==> config.mk <==
export PLATFORM = sky130hd
export DESIGN_NAME = adder_result_fifo
export DESIGN_NICKNAME = d
export VERILOG_FILES = /design/src/rtl/adder_result_fifo.sv
export SDC_FILE = /design/constraint.sdc
export NUM_CORES = 1
export LEC_CHECK = 0
export CORE_MARGIN = 2
export CORE_UTILIZATION = 35
export DETAILED_ROUTE_END_ITERATION = 10
export PLACE_DENSITY = 0.53
export SYNTH_ARGS = -nofsm -noshare
export SYNTH_HDL_FRONTEND = slang
export SYNTH_SLANG_ARGS = --single-unit
==> constraint.sdc <==
create_clock -name clk -period 4.7 [get_ports clk]
set_input_delay 0.94 -clock clk [delete_from_list [all_inputs] [get_ports clk]]
set_output_delay 0.94 -clock clk [all_outputs]
set_load 0.05 [all_outputs]
==> src/rtl/adder_result_fifo.sv <==
// First-word-fall-through result FIFO behind the 4-bit adder, with a sticky overflow flag.
// Optional pop accumulator is enabled by defining ADDER_RESULT_FIFO_ACCUM_EN.
module adder_result_fifo #(
  parameter int DATA_W = 4,
  parameter int DEPTH  = 4
) (
  input  logic                      clk,
  input  logic                      rstN,
  input  logic                      inValid,
  input  logic [DATA_W-1:0]         inSum,
  input  logic                      inCarry,
  output logic                      inReady,
  output logic                      outValid,
  output logic [DATA_W-1:0]         outSum,
  output logic                      outCarry,
  input  logic                      outReady,
  output logic [$clog2(DEPTH):0]    count,
  output logic                      ovf,
  input  logic                      ovfClr
`ifdef ADDER_RESULT_FIFO_ACCUM_EN
  ,
  input  logic                      accClr,
  output logic [DATA_W+2:0]         accOut
`endif
);
  localparam int PW = $clog2(DEPTH);
  localparam int CW = PW + 1;

  typedef struct packed {
    logic              carry;
    logic [DATA_W-1:0] sum;
  } entry_t;

  entry_t [DEPTH-1:0] mem;
  entry_t             head;
  logic [PW-1:0]      wrPtr, rdPtr;
  logic               push, pop;

  // Full refuses a push even if a pop lands in the same cycle, so inReady
  // never depends on outReady.
  assign inReady  = (count != CW'(DEPTH));
  assign outValid = (count != '0);
  assign push     = inValid & inReady;
  assign pop      = outValid & outReady;
  assign head     = mem[rdPtr];
  assign outSum   = head.sum;
  assign outCarry = head.carry;

  always_ff @(posedge clk or negedge rstN) begin
    if (!rstN) begin
      mem   <= '0;
      wrPtr <= '0;
      rdPtr <= '0;
      count <= '0;
      ovf   <= 1'b0;
    end else begin
      if (push) begin
        mem[wrPtr] <= '{carry: inCarry, sum: inSum};
        wrPtr      <= wrPtr + PW'(1);
      end
      if (pop) rdPtr <= rdPtr + PW'(1);
      case ({push, pop})
        2'b10:   count <= count + CW'(1);
        2'b01:   count <= count - CW'(1);
        default: count <= count;
      endcase
      // Set wins over clear.
      if (inValid & ~inReady) ovf <= 1'b1;
      else if (ovfClr)        ovf <= 1'b0;
    end
  end

`ifdef ADDER_RESULT_FIFO_ACCUM_EN
  logic [DATA_W+2:0] popVal;
  assign popVal = (DATA_W+3)'(head);

  always_ff @(posedge clk or negedge rstN) begin
    if (!rstN)       accOut <= '0;
    else if (pop)    accOut <= accClr ? popVal : accOut + popVal;
    else if (accClr) accOut <= '0;
  end
`endif
endmodule
==> results of run 1 <==
stage by stage:
stage | hold slack, ns | cells | util, % | cell area (sq um) | worst slack [ns]
finish | 0.5112 | 162 | 44.56 | 1619 | 1.628
global route | 0.5263 | 162 | 44.56 | 1619 | 1.535
CTS | 0.5141 | 162 | 44.56 | 1619 | 1.592
detailed placement | 0.4937 | 159 | 43.42 | 1578 | 1.895
global placement | 0.4875 | 159 | 43.42 | 1578 | 1.905
floorplan | 0.4752 | 92 | - | 1319 | 2.440
cell usage after synthesis, drive strengths merged:
cell | instances | area (sq um)
or3 | 1 | 6.260
mux2i | 1 | 10.01
nor2 | 5 | 18.77
dfrtp | 28 | 700.7
o21ai | 1 | 5.000
mux2 | 21 | 236.5
nor3b | 1 | 18.77
nand2b | 1 | 8.760
xnor2 | 3 | 26.28
nand2 | 6 | 22.52
inv | 7 | 26.28
fa | 1 | 20.02
buf | 2 | 8.750
o31a | 1 | 8.760
mux4 | 5 | 112.6
ha | 5 | 62.56
xor2 | 3 | 26.28
flip-flops by register name, indices dropped and copies added, names as in the netlist:
name	flops
wrPtr	2
mem	20
count	3
ovf	1
rdPtr	2
path summary, 6_finish.rpt:
kind                       slack [ns]   endpoint  cells after the start
max in group asynchronous        3.39     mem[4]                      2
hold / removal                   0.51     mem[0]                      1
setup reg to reg                 2.57   count[2]                      8
setup / recovery                 1.63  outSum[2]                      2
min in group asynchronous        1.05        ovf                      2
hold reg to reg                  0.51     mem[0]                      1
layer usage:
layer,vias up,GRT usage (%),share of wire (%)
met4,0,3.125,1.1
met5,-,0,0
met3,2,3.082,4.4
li1,358,-,-
met1,380,14.49,45
met2,17,21.56,50
worst reg2reg max path: cells and delay by family (launching register included):
family        cells  cell delay [ns]
fa+ha+maj         2             0.57
simple gates      3             0.66
xor+xnor          2             0.30
flops             1             0.47
buf+inv           1             0.06
kinds of logic (layout without fill, tap and decap cells):
| logic type | count (synthesis) | count (layout) |
|---|---|---|
| and+or+nand+nor | 14 | 14 |
| DFF | 28 | 28 |
| adders and majority gates | 6 | 6 |
| buffers and inverters | 9 | 31 |
| xor gates and xnor gates | 6 | 6 |
| AOI/OAI and AO/OA | 2 | 2 |
| muxes | 27 | 27 |
cells in the final DEF, fill, tap and decap left out:
cell type	count
dfrtp_1	28
mux2_2	21
clkdlybuf4s50_1	20
inv_1	7
nand2_1	6
mux4_2	5
nor2_1	5
ha_1	5
xnor2_1	3
xor2_1	3
clkbuf_8	3
nor3b_4	1
o31a_1	1
nand2b_2	1
or3_1	1
mux2i_1	1
o21ai_0	1
fa_1	1
buf_4	1
area by class of cell:
type	instances	area (sq um)	share of cell area, %
clock buffer	3	41.29	2.550
inverter	7	26.28	1.623
multi-input combinational	55	583.1	36.01
sequential	28	700.7	43.28
tap	48	60.06	3.709
timing repair buffer	21	207.7	12.83
==> summary.md, run 1 <==
| Metric | Value |
|---|---|
| Final-report max-slew violation count | 0 |
| Starting Density | a little over a third |
| Max cap viols | 0 |
| CP peak stage delay | approximately 0.71 ns |
| Post-Syn Instances | 92 |
| P&R area growth vs syn | 22.77% |
| Crit path buf inv count | 1 |
| CTS Hold Bufs | 0 |
| Crit start category | flip-flop |
| GPL Wtd Cong | ~0.69 |
| Crit Path Category | reg -> out |
| Class of the worst hold path | reg -> reg |
| Clk root buf | clkbuf_8 |
| # rows | 22 |
| Hpwl dp | approximately 1600 um |
| Avg Vias per Cell | between 4 and 5 |
| Required time worst endpoint | around 3.8 ns |
| Synth Area in Adders | under 10% |
| Status | finished clean |
| Yosys warning count | 0 |
| GRT overflow | 0 |
| Clk buf depth | 2 |
| Post-route ant nets | 0 |
| Post-route clock period utilization | approximately two thirds |
| Die height | approximately 65 um |
| Final min period | ~3 ns |
| Compound-Gate Fraction of Synth Area | around 1.0% |
| Achievable clock frequency | roughly 0.33 GHz |
| CP cell instances | mux4_2 > clkdlybuf4s50_1 |
| CTS tree | yes |
| Total Die Area | ~0.0043 sq mm |
| 1st-iter DRT viols | 7 |
| Core ar. | ~0.0036 sq mm |
| Share of layout cells above drive strength 1 | between 20% and 30% |
| R2r startpoint | count[0] |
| Slowest cell on the critical path | clkdlybuf4s50_1 |
| Diode count | 0 |
| Port buffer count | 20 |
| # Post-CTS Setup Buffers | 0 |
| Slew headroom | between 60% and 70% |
| Total track usage | 12.09% |
| Syn_nets | between 100 and 150 |
| Fill cells | 355 |
| Xor/xnor share of the synthesized area | 3.985% |
| Skew-Pair Late Insertion Delay | between 0.2 and 0.3 ns |
| First-pass GRT wire length | about 3800 um |
| Final wirelength | 2260 um |
| Cell family with most CP delay | buffers and inverters |
| Pin count of the biggest net entering global routing | 29 |
| RSZ-0062 raised after global routing | false |
| CTS Buf Count | 3 |
| Post-CTS Resized | 0 |
| Multiplexer share of the synthesized area | a little over a quarter |
| Drt drc | 0 |
| Count of cell types in the netlist | 18 |
| Setup TNS | 0 ns |
| Simple-gate area share of the yosys netlist | 5.693% |
| Clock sink count | 28 |
| #FFs+latches synth | 28 |
| Die W | ~65 um |
| NumNets Final | roughly 130 |
| Seq/Total Area, Yosys | between 50% and 60% |
| Skew final | about 0.0030 ns |
| Initial antenna violation count | 0 |
| Hold_sp | mem[0] |
| Via count | between 700 and 800 |
| Synth Cell Area | about 0.0013 sq mm |
| Worst Path Arrival | between 2 and 2.5 ns |
| Finish-stage setup viols | 0 |
| Crit path max fanout | 7 |
| Clock-pin slew on the worst setup and hold paths | 0.08 ns |
| Total I/O pin count | 21 |
| First-pass iteration count of the detailed router | 4 |
| Final Hold Fails | 0 |
| Crit path capture type | output pin |
| Post-DR wirelength/cell | around 14 um |
| Post-synthesis average cell area | between 10 and 15 sq um |
| Critical path origin | rdPtr[0] |
| H-tree levels | 1 |
| Vias in the first global route | around 810 |
| Worst-Margin Slew | between 0.5 and 0.6 ns |
| Main combinational cell family by area after synthesis | multiplexers |
Power of run 1 is left out: the tool's default activity adds up to more than one toggle a clock period on the data nets, which glitch-free logic cannot reach.
==> inputs of run 2 (changes only) <==
clock period = 3.1 ns   (was 4.7 ns; I/O delays follow)
==> summary.md, run 2 (synthesis gave the netlist of run 1 again) <==
| Metric | Value |
|---|---|
| Final Hold Fails | 0 (unchanged) |
| Post-CTS Resized | 0 (unchanged) |
| Worst Hold Depth | 1 (unchanged) |
| Most common cell after layout, fill and taps aside | dfrtp_1 |
| Vias in the first global route | 821 (+1.6%) |
| Post-route clock period utilization | between 80% and 90% |
| RSZ-0062 raised after global routing | false |
| Hpwl dp | 1683 um (+2.7%) |
| Slew headroom | 63.24% (-2.1 points) |
| Max cap viols | 0 (unchanged) |
| Multi-input gate area | 583.1 sq um (unchanged) |
| Worst-Margin Slew | 0.5493 ns (+0.03143 ns) |
| Post-DR wirelength/cell | 14.12 um (+1.2%) |
| Avg Vias per Cell | 4.724 (+1.1%) |
| P&R area growth vs syn | 25.05% |
| Drt drc | 0 (unchanged) |
| Total track usage | 12.35% (+0.26 points) |
| Port buffer count | 20 (unchanged) |
| Top reg by flops | mem |
| Skew-Pair Late Insertion Delay | 0.28 ns (+0.02 ns) |
| Diode count | 0 (unchanged) |
| Total I/O pin count | 21 (unchanged) |
| Final-report max-slew violation count | 0 (unchanged) |
| # Post-CTS Setup Buffers | 0 (unchanged) |
| Final min period | 2.754 ns |
| Seq. cell area | 700.7 sq um (unchanged) |
| First-pass iteration count of the detailed router | 4 (unchanged) |
| Skew final | 0.005308 ns (+0.002345 ns) |
| Pin count of the biggest net entering global routing | 29 (unchanged) |
| Fill cells | 346 (-2.5%) |
| Largest registers | mem: 20 flops, count: 3 flops |
| Initial antenna violation count | 0 (unchanged) |
| Required time worst endpoint | 2.48 ns (-1.28 ns) |
| Clk buf depth | 2 (unchanged) |
| Die height | 65.39 um (unchanged) |
| # rows | 22 (unchanged) |
| GPL Wtd Cong | 0.6983 (+0.72%) |
| R2R depth | 8 (unchanged) |
| Clk root buf | clkbuf_8 |
| First-pass GRT wire length | 3898 um (+1.6%) |
| Worst Path Arrival | 2.13 ns (about the same) |
| Core ar. | 0.003633 sq mm (unchanged) |
| Crit start category | flip-flop |
| Class of the worst hold path | reg -> reg |
| GRT overflow | 0 (unchanged) |
| Final wirelength | 2302 um (+1.9%) |
| Status | finished clean |
| Finish-stage setup viols | 0 (unchanged) |
| Achievable clock frequency | 0.3632 GHz |
| CTS tree | yes |
| NumNets Final | 132 (unchanged) |
| Crit path capture type | output pin |
| Max FFs per register | 20 (unchanged) |
| CTS Buf Count | 3 (unchanged) |
| Die W | 65.39 um (unchanged) |
| Crit Path Category | reg -> out |
| 1st-iter DRT viols | 18 (+11) |
| Setup TNS | 0 ns (unchanged) |
| Share of layout cells above drive strength 1 | 28.70% (+0.63 points) |
| CTS Hold Bufs | 0 (unchanged) |
| Clock-pin slew on the worst setup and hold paths | 0.09 ns (about the same) |
| Post-route ant nets | 0 (unchanged) |
| Most frequent cells in the layout | 28 x dfrtp_1, 21 x mux2_2, 20 x clkdlybuf4s50_1 |
| Starting Density | 36.29% (unchanged) |
| Via count | 770 (+1.7%) |
| H-tree levels | 1 (unchanged) |
| Clock sink count | 28 (unchanged) |
| Total Die Area | 0.004275 sq mm (unchanged) |
| Crit path max fanout | 7 (unchanged) |
==> run 2: worst max-delay path, cell delays in order (launching register included) <==
cell	delay, ns
dfrtp_1	0.59
mux4_2	0.56
clkdlybuf4s50_1	0.71
==> run 2: layout make-up <==
cell class                      instances  area share [%]
Tap cell                               48           3.642
Timing Repair Buffer                   21           12.59
Sequential cell                        28           42.49
Clock buffer                            3           2.504
Multi-Input combinational cell         55           35.36
Clock inverter                          1           1.821
Inverter                                7           1.593
==> run 2: stage by stage <==
stage / cells / util, % / cell area [sq um] / setup WS, ns / hold WS (ns)
floorplan: 92 / - / 1319 / 0.8404 / 0.3244
global placement: 159 / 43.42 / 1578 / 0.6219 / 0.4875
detailed placement: 159 / 43.42 / 1578 / 0.6235 / 0.4941
CTS: 163 / 45.39 / 1649 / 0.3081 / 0.5170
global route: 163 / 45.39 / 1649 / 0.2608 / 0.5328
finish: 163 / 45.39 / 1649 / 0.3464 / 0.5111
==> run 2: layer usage <==
metal,share of wire [%],GRT usage [%],wire length [um]
met1,44,15.27,1004
met2,51,21.56,1183
met3,2.9,1.541,67
met4,2.0,5.469,47
met5,0,0,0
==> run 2: path summary, 6_finish.rpt <==
| path | startpoint | endpoint | slack (ns) |
|---|---|---|---|
| max | rdPtr[0] | outSum[2] | 0.35 |
| min | mem[15] | mem[15] | 0.51 |
| max reg2reg | count[1] | count[2] | 0.99 |
| min reg2reg | mem[15] | mem[15] | 0.51 |
| max in group asynchronous | rstN | count[0] | 2.12 |
| min in group asynchronous | rstN | mem[9] | 0.72 |
Power of run 2 is left out for the same reason.
